### src/rtl/interpolation_unit_ctrl.sv
// Sequencing control for the interpolation datapath: window fill/stream/drain,
// tracking of results in the 2-cycle datapath pipe, and a 2-deep result FIFO.
module interpolation_unit_ctrl #(
    parameter int pix_width = 9,
    parameter int dec_width = 15,
    localparam int IW = pix_width + dec_width + 2
) (
    input  logic          clk,
    input  logic          reset,
    input  logic          start,
    input  logic [4:0]    win_dim_in,
    output logic          busy,
    output logic          done,
    output logic          err,
    input  logic          in_val,
    output logic          in_rdy,
    output logic          pix_val,
    output logic          enq_val,
    output logic          deq_rdy,
    output logic          row_counter_en,
    output logic [4:0]    win_dim,
    input  logic [IW-1:0] pix_interp,
    output logic          out_val,
    input  logic          out_rdy,
    output logic [IW-1:0] out_msg
);

    typedef enum logic [1:0] {IDLE, FILL, STREAM, DRAIN} state_e;

    state_e        state_q, state_d;
    logic [4:0]    wd_q, wd_d;
    logic [4:0]    col_q, col_d;
    logic [4:0]    row_q, row_d;
    logic [1:0]    infl_q, infl_d;
    logic [1:0]    cnt_q, cnt_d;
    logic          wr_ptr_q, wr_ptr_d;
    logic          rd_ptr_q, rd_ptr_d;
    logic [IW-1:0] fifo_q [2];

    logic          start_ok, active, last_col, produce_next;
    logic          in_rdy_c, xfer, push, pop, err_c, done_c;
    logic [2:0]    outstanding;

    assign start_ok     = start && (win_dim_in != 5'd0) && (win_dim_in <= 5'd16);
    assign active       = (state_q == FILL) || (state_q == STREAM);
    assign last_col     = (col_q == wd_q);
    assign produce_next = (row_q != 5'd0) && (col_q != 5'd0);
    // Results still owed: parked in the FIFO plus those travelling the datapath pipe.
    assign outstanding  = {1'b0, cnt_q} + {2'b0, infl_q[0]} + {2'b0, infl_q[1]};
    assign in_rdy_c     = active && (!produce_next || (outstanding < 3'd2));
    assign xfer         = in_val && in_rdy_c;
    assign push         = infl_q[1];
    assign pop          = (cnt_q != 2'd0) && out_rdy;

    always_comb begin
        state_d  = state_q;
        wd_d     = wd_q;
        col_d    = col_q;
        row_d    = row_q;
        err_c    = 1'b0;
        done_c   = 1'b0;
        infl_d   = {infl_q[0], xfer && produce_next};
        wr_ptr_d = wr_ptr_q ^ push;
        rd_ptr_d = rd_ptr_q ^ pop;
        case ({push, pop})
            2'b10:   cnt_d = cnt_q + 2'd1;
            2'b01:   cnt_d = cnt_q - 2'd1;
            default: cnt_d = cnt_q;
        endcase

        unique case (state_q)
            IDLE: begin
                if (start_ok) begin
                    wd_d    = win_dim_in;
                    col_d   = '0;
                    row_d   = '0;
                    state_d = FILL;
                end else begin
                    err_c = start;
                end
            end
            FILL, STREAM: begin
                if (xfer) begin
                    if (last_col) begin
                        col_d = '0;
                        row_d = row_q + 5'd1;
                        if (state_q == FILL) begin
                            state_d = STREAM;
                        end else if (row_q == wd_q) begin
                            state_d = DRAIN;
                        end
                    end else begin
                        col_d = col_q + 5'd1;
                    end
                end
            end
            DRAIN: begin
                if ((infl_q == 2'b00) && (cnt_q == 2'd0)) begin
                    done_c  = 1'b1;
                    state_d = IDLE;
                end
            end
            default: state_d = IDLE;
        endcase
    end

    always_ff @(posedge clk or negedge reset) begin
        if (!reset) begin
            state_q   <= IDLE;
            wd_q      <= '0;
            col_q     <= '0;
            row_q     <= '0;
            infl_q    <= '0;
            cnt_q     <= '0;
            wr_ptr_q  <= 1'b0;
            rd_ptr_q  <= 1'b0;
            fifo_q[0] <= '0;
            fifo_q[1] <= '0;
        end else begin
            state_q  <= state_d;
            wd_q     <= wd_d;
            col_q    <= col_d;
            row_q    <= row_d;
            infl_q   <= infl_d;
            cnt_q    <= cnt_d;
            wr_ptr_q <= wr_ptr_d;
            rd_ptr_q <= rd_ptr_d;
            if (push) begin
                fifo_q[wr_ptr_q] <= pix_interp;
            end
        end
    end

    // err is driven straight from the start input, so it is masked while reset is held.
    assign err            = err_c && reset;
    assign done           = done_c;
    assign busy           = (state_q != IDLE);
    assign in_rdy         = in_rdy_c;
    assign pix_val        = xfer;
    assign enq_val        = xfer && (row_q != wd_q);
    assign deq_rdy        = xfer && (state_q == STREAM);
    assign row_counter_en = xfer && last_col;
    assign win_dim        = wd_q;
    assign out_val        = (cnt_q != 2'd0);
    assign out_msg        = fifo_q[rd_ptr_q];

endmodule

### config.mk
export PLATFORM = sky130hd
export DESIGN_NAME = interpolation_unit_ctrl
export DESIGN_NICKNAME = d
export VERILOG_FILES = /design/src/rtl/interpolation_unit_ctrl.sv
export SDC_FILE = /design/constraint.sdc
export NUM_CORES = 1
export LEC_CHECK = 0
export CAP_MARGIN = 40
export CORE_MARGIN = 8
export CORE_UTILIZATION = 47
export CTS_CLUSTER_DIAMETER = 120
export DETAILED_ROUTE_END_ITERATION = 16
export GPL_ROUTABILITY_DRIVEN = 0
export HOLD_SLACK_MARGIN = 0.08
export PLACE_DENSITY = 0.75
export SYNTH_ARGS = -nofsm -noshare
export SYNTH_HDL_FRONTEND = slang
export SYNTH_SLANG_ARGS = --single-unit
### constraint.sdc
create_clock -name clk -period 2.9 [get_ports clk]
set_input_delay 0.58 -clock clk [delete_from_list [all_inputs] [get_ports clk]]
set_output_delay 0.58 -clock clk [all_outputs]
set_load 0.005 [all_outputs]
Word-level counts from Yosys, hierarchy flattened
Index checks and enable logic that the tools add are counted.
{"block": "word_totals", "elab_cells": 94, "in_bits": 36, "out_inout_bits": 40, "reg_bits": 75}
{"block": "classes", "mux": 25, "reduce_logical": 31, "n_lt_le_gt_ge": 5, "n_addsub": 6, "eq_ne": 13, "bitwise_logic": 4}
{"cell": "2-to-1 mux 26 bit", "n": 4}
{"cell": "bitwise mux 52 bit", "n": 1}
{"cell": "demux 26 bit (select 1 bit)", "n": 1}
{"cell": "2-to-1 mux 5 bit", "n": 5}
{"cell": "one-hot mux 5 bit (2 select lines)", "n": 2}
{"cell": "nonzero test 5 bit", "n": 3}
{"cell": "logical AND 1 bit", "n": 13}
{"cell": "2-to-1 mux 2 bit", "n": 6}
{"cell": "adder 5 x 1 -> 5 bit (second input constant)", "n": 2}
{"cell": "equality test 5 bit", "n": 2}
{"cell": "inequality test 2 bit (second input constant)", "n": 4}
{"cell": "nonzero test 2 bit", "n": 4}
{"cell": "equality test 2 bit (second input constant)", "n": 3}
{"cell": "zero test 2 bit", "n": 3}
{"cell": "one-hot mux 2 bit (3 select lines)", "n": 1}
{"cell": "<= comparator 5 bit (second input constant)", "n": 1}
{"cell": "inequality test 5 bit", "n": 1}
{"cell": "AND reduction 5 bit", "n": 1}
{"cell": "equality test 2 x 1 -> 1 bit (second input constant)", "n": 2}
{"cell": ">= comparator 2 bit (second input constant)", "n": 2}
{"cell": "2-to-1 mux 1 bit", "n": 4}
{"cell": "inverter 1 -> 2 bit", "n": 2}
{"cell": "one-hot mux 2 bit (2 select lines)", "n": 1}
{"cell": "AND reduction 4 bit", "n": 1}
{"cell": "other kinds (13)", "n": 15}

Longest topological paths before layout
Gate-level depths: netlist (run 1).
{"block": "logic_depth", "ltp_word": 8, "mapped_depth": 8, "mapped_depth_nobuf": 7}

Worst setup path before layout (run 1)
No wires, ideal clock.
{"block": "synth_timing", "kind": "input -> register", "start": "input port win_dim_in[1]", "end": "register col_q[3]", "setup_time_ns": 0.121, "path_slack_ns": 0.727, "stages": 5, "n_path_buf": 0, "t_arrival_ns": 2.052, "path_cell_list": "nor4_1 -> mux2_2 -> mux2_2 -> or2_1 -> a22o_2"}
{"block": "synth_between", "elab_chain_cells": 5}
{"item": "from (decl)", "line_no": "11", "rtl": "input logic [4:0] win_dim_in,"}
{"item": "branches (longest 2 deep; another with <= comparator 5 bit)"}
{"item": "logical AND 1 bit (*)", "line_no": "44", "rtl": "assign start_ok = start && (win_dim_in != 5'd0) && (win_dim_in <= 5'd16);"}
{"item": "inequality test 2 bit (no source line) (*)"}
{"item": "AND reduction 3 bit (no source line) (*)"}
{"item": "to (signal assigned)", "line_no": "122", "rtl": "col_q <= col_d;"}
{"item": "to (decl)", "line_no": "32", "rtl": "logic [4:0] col_q, col_d;"}
Mark *: on every way between the ends.
A chain may end at the register's enable or synchronous reset.

Worst setup path after layout (run 1)
{"block": "layout_timing", "start": "register row_q[0]", "end": "output port pix_val"}
{"block": "layout_between", "elab_chain_cells": 6}
{"item": "from (decl)", "line_no": "33", "rtl": "logic [4:0] row_q, row_d;"}
{"item": "from (signal assigned)", "line_no": "123", "rtl": "row_q <= row_d;"}
{"item": "nonzero test 5 bit", "line_no": "47", "rtl": "assign produce_next = (row_q != 5'd0) && (col_q != 5'd0);"}
{"item": "logical AND 1 bit", "line_no": "47"}
{"item": "zero test 1 bit", "line_no": "50", "rtl": "assign in_rdy_c = active && (!produce_next || (outstanding < 3'd2));"}
{"item": "logical OR 1 bit", "line_no": "50"}
{"item": "logical AND 1 bit", "line_no": "50"}
{"item": "logical AND 1 bit", "line_no": "51", "rtl": "assign xfer = in_val && in_rdy_c;"}
{"item": "to (decl)", "line_no": "17", "rtl": "output logic pix_val,"}
Every way passes these cells.

==> flow_metrics.tcl, run 1 <==
set metrics [dict create \
    status "finished, final reports clean" \
    most-common-layout-cells "sky130_fd_sc_hd__mux2_2, sky130_fd_sc_hd__dfrtp_1, sky130_fd_sc_hd__clkdlybuf4s50_1" \
    reg_to_reg_critical_path_endpoint "col_q[0]$_DFFE_PN0P_" \
    core-area_um2 7730 \
    cap_viol_max_count 0 \
    seq_area_frac_synth_pct 50.2 \
    first_global_vias 2772 \
    r2r.worst_path.cells 7 \
    fmax_mhz 356 \
    synth_async_sr_flop_share_pct 100 \
    numClockSinks 75 \
    worst_setup_hold_path_clk_slew_ns 0.08 \
    grt_max_degree 64 \
    power.share.switching_pct 32.8 \
    detail-route-antenna-nets 0 \
    ys_seq_elements 75 \
    clk_latency_ns 0.34 \
    setup_repair_after_global_routing_missed_its_margin "no" \
    post_synth_mux_area_share_pct 26.6 \
    netlist.area_leader.share_pct 50.2 \
    crit_path_end_kind "primary output" \
    detail_route.drc_violations 0 \
    holdWs_ns 0.212 \
    synth.largest_area_cell "sky130_fd_sc_hd__dfrtp_1" \
    yosys.cell_types.count 41 \
    dpl.hpwl_um 6010 \
    postSynthNetCount 332 \
    p_clk_share_pct 15.2 \
    clk_path_buf_depth 2 \
    maxSlewHeadroom_pct 47.6 \
    critical_path.reg2reg.startpoint "infl_q[1]$_DFF_PN0_" \
    endpoint "pix_val" \
    cp_slowest_cell "sky130_fd_sc_hd__clkdlybuf4s50_1" \
    globalRouteOverflowTotal 0 \
    report.final.setup_viol 0 \
    leakagePower_nw 2.25 \
    layout-drive-gt1-share_pct 35.4 \
    ioPinCount 76 \
    dieHeight_um 105 \
    critical_path.max_fanout 4 \
    worst_path_largest_cell_delay_ns 0.44 \
    tritoncts.num_buffers 9 \
    path_cells "inv_1, ha_1, nor4b_4, or2_2, o21a_1, nand2_2, inv_1, clkdlybuf4s50_1" \
    combinational_family_with_the_most_area_after_synthesis "multiplexers" \
    dieWidth_um 105 \
    power_switching_mw 1.75 \
    timing_max_transition_violations_final 0 \
    syn-instance-count 284 \
    total_via_count_in_the_routed_design 2567 \
    flow.area_growth_from_synthesis_pct 31.7 \
    dr.pass1.iters 4 \
    global_route_total_usage_across_every_layer_pct 15.6 \
    fillers 595 \
    intPower_mw 3.59 \
    start_kind "register" \
    cts_tree "built" \
    numPortBuffers 75 \
    timing.critical_path.required_ns 2.32 \
    power.ir.vdd_worst_mv 0.457 \
    diodes 0 \
    syn-cell-area_um2 3740 \
    root_buffer "sky130_fd_sc_hd__clkbuf_8" \
    yosysWarnings 0 \
    htreeDepth 3 \
    register_area_um2 1880 \
    syn-mean-instance-area_um2 13.2 \
    initial_core_util_pct 48.3 \
    multi_input_area_um2 1770 \
    synth_enable_flop_cells 0 \
    transition_time_of_the_tightest_slew_check_pin_ns 0.786 \
    seq_power_share_pct 33.4 \
    fin_crit_sh_pct 96.8 \
    layout.cells.most_common "sky130_fd_sc_hd__mux2_2" \
    finClkSkew_ns 0.00893 \
    drt-wirelength-per-cell_um 17.1 \
    crit_top_cell "sky130_fd_sc_hd__inv_1" \
    post_cts_hold_buffer_count 0 \
    finalWirelength_um 8250 \
    worst-setup-path-type "reg -> out" \
    startpoint "row_q[0]$_DFFE_PN0P_" \
    cellPowerDensity_nw_per_um2 1090 \
    grt_pass1_wl_um 13900 \
    drt_first_iter_violations 62 \
    fraction_of_synthesized_cell_area_in_xor_and_xnor_cells_pct 3.28 \
    timing.final.crit_period_ns 2.81 \
    arrival_ns 2.23 \
    nNetsFinal 424 \
    setup_total_negative_slack_ns 0 \
    synthTopCellsByArea "sky130_fd_sc_hd__dfrtp_1, sky130_fd_sc_hd__mux2_2, sky130_fd_sc_hd__ha_1, sky130_fd_sc_hd__xor2_1, sky130_fd_sc_hd__inv_1" \
    hold_viol_final 0 \
    dieArea_um2 11100 \
    power.combinational.fraction_pct 51.4 \
    regToRegSetupSlack_ns 0.73 \
    synthAdderAreaFrac_pct 4.02 \
    totalPowerFinal_mw 5.35 \
    viasPerCell 5.31 \
    synth_compound_gate_area_share_pct 5.46 \
    holdCritPathClass "in -> async" \
    synth_simple_gate_area_share_pct 7.54 \
    number_of_antenna_violations_at_the_first_check_in_global_routing 0 \
    synth-main-ff-cell "sky130_fd_sc_hd__dfrtp_1" \
    core.rowCount 32 \
]
-- power by group through the flow --
| stage | logic [mW] | registers (mW) | clock network (mW) |
|---|---|---|---|
| floorplan | 1.59 | 1.74 | 0 |
| global placement | 2.58 | 1.79 | 0 |
| detailed placement | 2.64 | 1.83 | 0 |
| CTS | 2.77 | 1.79 | 0.835 |
| global route | 3.00 | 1.85 | 0.879 |
| finish | 2.75 | 1.79 | 0.812 |
-- what timing repair did --
action | CTS | global route
hold endpoints to repair | 0 | 0
pin swaps | 3 | 0
resized for setup | 9 | 1
buffers inserted | 9 | 1
setup endpoints to repair | 5 | 1
-- worst max-delay path, delay by kind of cell, from the launching register on --
family,cells,cell delay (ns)
flops,1,0.37
buf+inv,3,0.56
compound gates,1,0.20
fa+ha+maj,1,0.20
simple gates,3,0.56
-- Yosys cell counts, drive strengths merged (2+ instances only) --
library cell	count
mux2i	2
xor2	9
inv	15
nand2	8
o31ai	3
mux2	86
dfrtp	75
xnor2	5
and2	4
buf	4
nor4	2
nand2b	4
ha	12
nor2	5
o41ai	3
clkbuf	8
a211oi	2
nor3	3
a31oi	4
nor4b	2
o21ai	6
nand3	4
and3	2
or2	4
-- kinds of logic (layout without fill, tap and decap cells) --
family                     count (synthesis)  in the layout
buffers and inverters                     27            124
AOI/OAI and AO/OA                         26             26
DFF                                       75             75
and+or+nand+nor                           42             42
muxes                                     88             88
adders and majority gates                 12             12
xor gates and xnor gates                  14             14
-- final cells by class --
type                            count  share of cell area, %
Inverter                           15                   1.14
Clock inverter                      4                  0.992
Timing Repair Buffer               93                   17.9
Multi-Input combinational cell    182                   36.0
Tap cell                          102                   2.59
Sequential cell                    75                   38.2
Clock buffer                       12                   3.15
-- flip-flops by register name, indices dropped and copies added (netlist names) --
signal and flops:
fifo_q 52, win_dim 5, cnt_q 2, wr_ptr_q 1, infl_q 2, rd_ptr_q 1, state_q 2, col_q 5
row_q 5
-- stage by stage --
| step | cells | cell area (µm²) | worst slack [ns] | util, % |
|---|---|---|---|---|
| 3_5_place_dp | 457 | 4620 | -0.0493 | 59.8 |
| 4_1_cts | 482 | 4910 | 0.00457 | 63.5 |
| 6_report | 483 | 4920 | 0.0933 | 63.7 |
| 3_3_place_gp | 457 | 4620 | -0.0221 | 59.8 |
| 2_1_floorplan | 284 | 3740 | 0.727 | - |
| 5_1_grt | 483 | 4920 | 0.00287 | 63.7 |
-- worst min path at each step --
stage | end | slack, ns | cells past startpoint
4_1_cts | row_q[2]$_DFFE_PN0P_ | 0.20 | 2
5_1_grt | state_q[1]$_DFFE_PN0P_ | 0.21 | 2
2_1_floorplan | cnt_q[0]$_DFFE_PN0P_ | 0.28 | 0
3_5_place_dp | infl_q[1]$_DFF_PN0_ | 0.40 | 0
3_3_place_gp | infl_q[1]$_DFF_PN0_ | 0.38 | 0
6_report | state_q[1]$_DFFE_PN0P_ | 0.21 | 2
-- per-layer routing --
metal  share of wire, %  global-route usage [%]
met1                 44                    18.6
met2                 48                    25.6
met3                5.6                    4.36
met4                1.7                    6.83
met5                  0                       0
(Power assumes the default switching activity.)
==> run 2: changes to the inputs <==
--- a/config.mk
+++ b/config.mk
@@ -7,12 +7,12 @@
 export LEC_CHECK = 0
 export CAP_MARGIN = 40
 export CORE_MARGIN = 8
-export CORE_UTILIZATION = 47
+export CORE_UTILIZATION = 45
 export CTS_CLUSTER_DIAMETER = 120
 export DETAILED_ROUTE_END_ITERATION = 16
 export GPL_ROUTABILITY_DRIVEN = 0
 export HOLD_SLACK_MARGIN = 0.08
-export PLACE_DENSITY = 0.75
+export PLACE_DENSITY = 0.72
 export SYNTH_ARGS = -nofsm -noshare
 export SYNTH_HDL_FRONTEND = slang
 export SYNTH_SLANG_ARGS = --single-unit
==> run 2 against run 1 <==
Net effect: clock power shrank 1%; wire length down 5.3%; die area rose by 3.8%.
==> flow_metrics.tcl, run 2 (synthesis gave the netlist of run 1 again) <==
set metrics [dict create \
    status "finished, final reports clean" \
    detail_route.drc_violations 0 \
    diodes 0 \
    startpoint "col_q[0]$_DFFE_PN0P_" \
    globalRouteOverflowTotal 0 \
    ioPinCount 76 \
    largest-register "fifo_q" \
    worst-setup-path-type "reg -> out" \
    crit_path_end_kind "primary output" \
    dieArea_um2 11500 \
    grt_pass1_wl_um 13200 \
    finalWirelength_um 7810 \
    holdWs_ns 0.429 \
    maxSlewHeadroom_pct 49.5 \
    core-area_um2 8130 \
    detail-route-antenna-nets 0 \
    timing.critical_path.required_ns 2.32 \
    timing.final.crit_period_ns 2.80 \
    report.final.setup_viol 0 \
    transition_time_of_the_tightest_slew_check_pin_ns 0.757 \
    drt_first_iter_violations 57 \
    flow.area_growth_from_synthesis_pct 31.8 \
    fin_crit_sh_pct 96.6 \
    first_global_vias 2650 \
    htreeDepth 3 \
    numClockSinks 75 \
    hold_viol_final 0 \
    power.ir.vdd_worst_mv 0.485 \
    totalPowerFinal_mw 5.29 \
    worstHoldStart "infl_q[0]$_DFF_PN0_" \
    cap_viol_max_count 0 \
    dpl.hpwl_um 5630 \
    grt_max_degree 62 \
    holdCritPathClass "reg -> reg" \
    core.rowCount 33 \
    layout-drive-gt1-share_pct 35.1 \
    numPortBuffers 75 \
    clk_latency_ns 0.34 \
    critical_path.reg2reg.startpoint "cnt_q[0]$_DFFE_PN0P_" \
    finClkSkew_ns 0.0104 \
    number_of_antenna_violations_at_the_first_check_in_global_routing 0 \
    viasPerCell 5.17 \
    start_kind "register" \
    total_via_count_in_the_routed_design 2502 \
    initial_core_util_pct 45.9 \
    cellPowerDensity_nw_per_um2 1070 \
    largest_reg_flops 52 \
    nNetsFinal 422 \
    worst_setup_hold_path_clk_slew_ns 0.08 \
    fmax_mhz 357 \
    regToRegSetupSlack_ns 0.82 \
    arrival_ns 2.22 \
    drt-wirelength-per-cell_um 16.1 \
    leakagePower_nw 2.26 \
    layout.cells.most_common "sky130_fd_sc_hd__mux2_2" \
    dieWidth_um 107 \
    clk_path_buf_depth 2 \
    timing_max_transition_violations_final 0 \
    critical_path.max_fanout 2 \
    dr.pass1.iters 4 \
    dieHeight_um 107 \
    cts_tree "built" \
    root_buffer "sky130_fd_sc_hd__clkbuf_8" \
    tritoncts.num_buffers 9 \
    most-common-layout-cells "sky130_fd_sc_hd__mux2_2, sky130_fd_sc_hd__dfrtp_1, sky130_fd_sc_hd__clkdlybuf4s50_1" \
    global_route_total_usage_across_every_layer_pct 14.2 \
]
run 2: final cells by class:
| cell class | count | area (µm²) |
|---|---|---|
| Clock inverter | 6 | 63.8 |
| Multi-Input combinational cell | 182 | 1790 |
| Timing Repair Buffer | 91 | 873 |
| Tap cell | 105 | 131 |
| Fill cell | 670 | 3210 |
| Clock buffer | 10 | 138 |
| Sequential cell | 75 | 1880 |
| Inverter | 15 | 56.3 |
run 2: power breakdown:
part | switching [mW] | internal [mW]
logic | 1.06 | 1.64
clock network | 0.382 | 0.421
registers | 0.286 | 1.50
run 2: final timing paths:
path / to / cells past startpoint
setup reg to reg: row_q[4]$_DFFE_PN0P_ / 6
setup / recovery: in_rdy / 8
min in group asynchronous: fifo_q[49]$_DFFE_PN0P_ / 2
hold reg to reg: infl_q[1]$_DFF_PN0_ / 0
max in group asynchronous: fifo_q[9]$_DFFE_PN0P_ / 3
hold / removal: infl_q[1]$_DFF_PN0_ / 0
run 2: layer usage:
layer	part of all wire [%]	GRT usage, %	vias to the layer above
met5	0	0	-
met4	1.1	4.72	0
met3	5.8	4.26	10
met2	47	22.0	58
met1	46	18.4	1236
li1	-	-	1198
run 2: critical path: stages (launching register included):
cell and delay (ns):
sky130_fd_sc_hd__dfrtp_1 0.35, sky130_fd_sc_hd__inv_1 0.06, sky130_fd_sc_hd__ha_1 0.20, sky130_fd_sc_hd__nor4b_4 0.13, sky130_fd_sc_hd__or2_4 0.26, sky130_fd_sc_hd__o21a_1 0.19
sky130_fd_sc_hd__buf_4 0.14, sky130_fd_sc_hd__buf_4 0.12, sky130_fd_sc_hd__clkdlybuf4s50_1 0.43
run 2: metrics by stage:
stage	utilization (%)	worst slack [ns]	TNS, ns	area [µm²]	instances
final	60.6	0.0975	0	4930	484
after global routing	60.6	-0.00756	-0.00756	4930	484
after CTS	60.2	0.00166	0	4890	482
after detailed placement	56.9	-0.0443	-0.0443	4630	461
after global placement	56.9	-0.0395	-0.0395	4630	461
after floorplan	-	0.727	0	3740	284
run 2: what timing repair did:
item | in CTS | in global routing
cloned | 0 | 0
hold buffers | 1 | 0
resized for setup | 7 | 4
buffers inserted | 4 | 2
hold endpoints to repair | 13 | 0
pin swaps | 1 | 2
endpoints found under the setup margin | 5 | 3
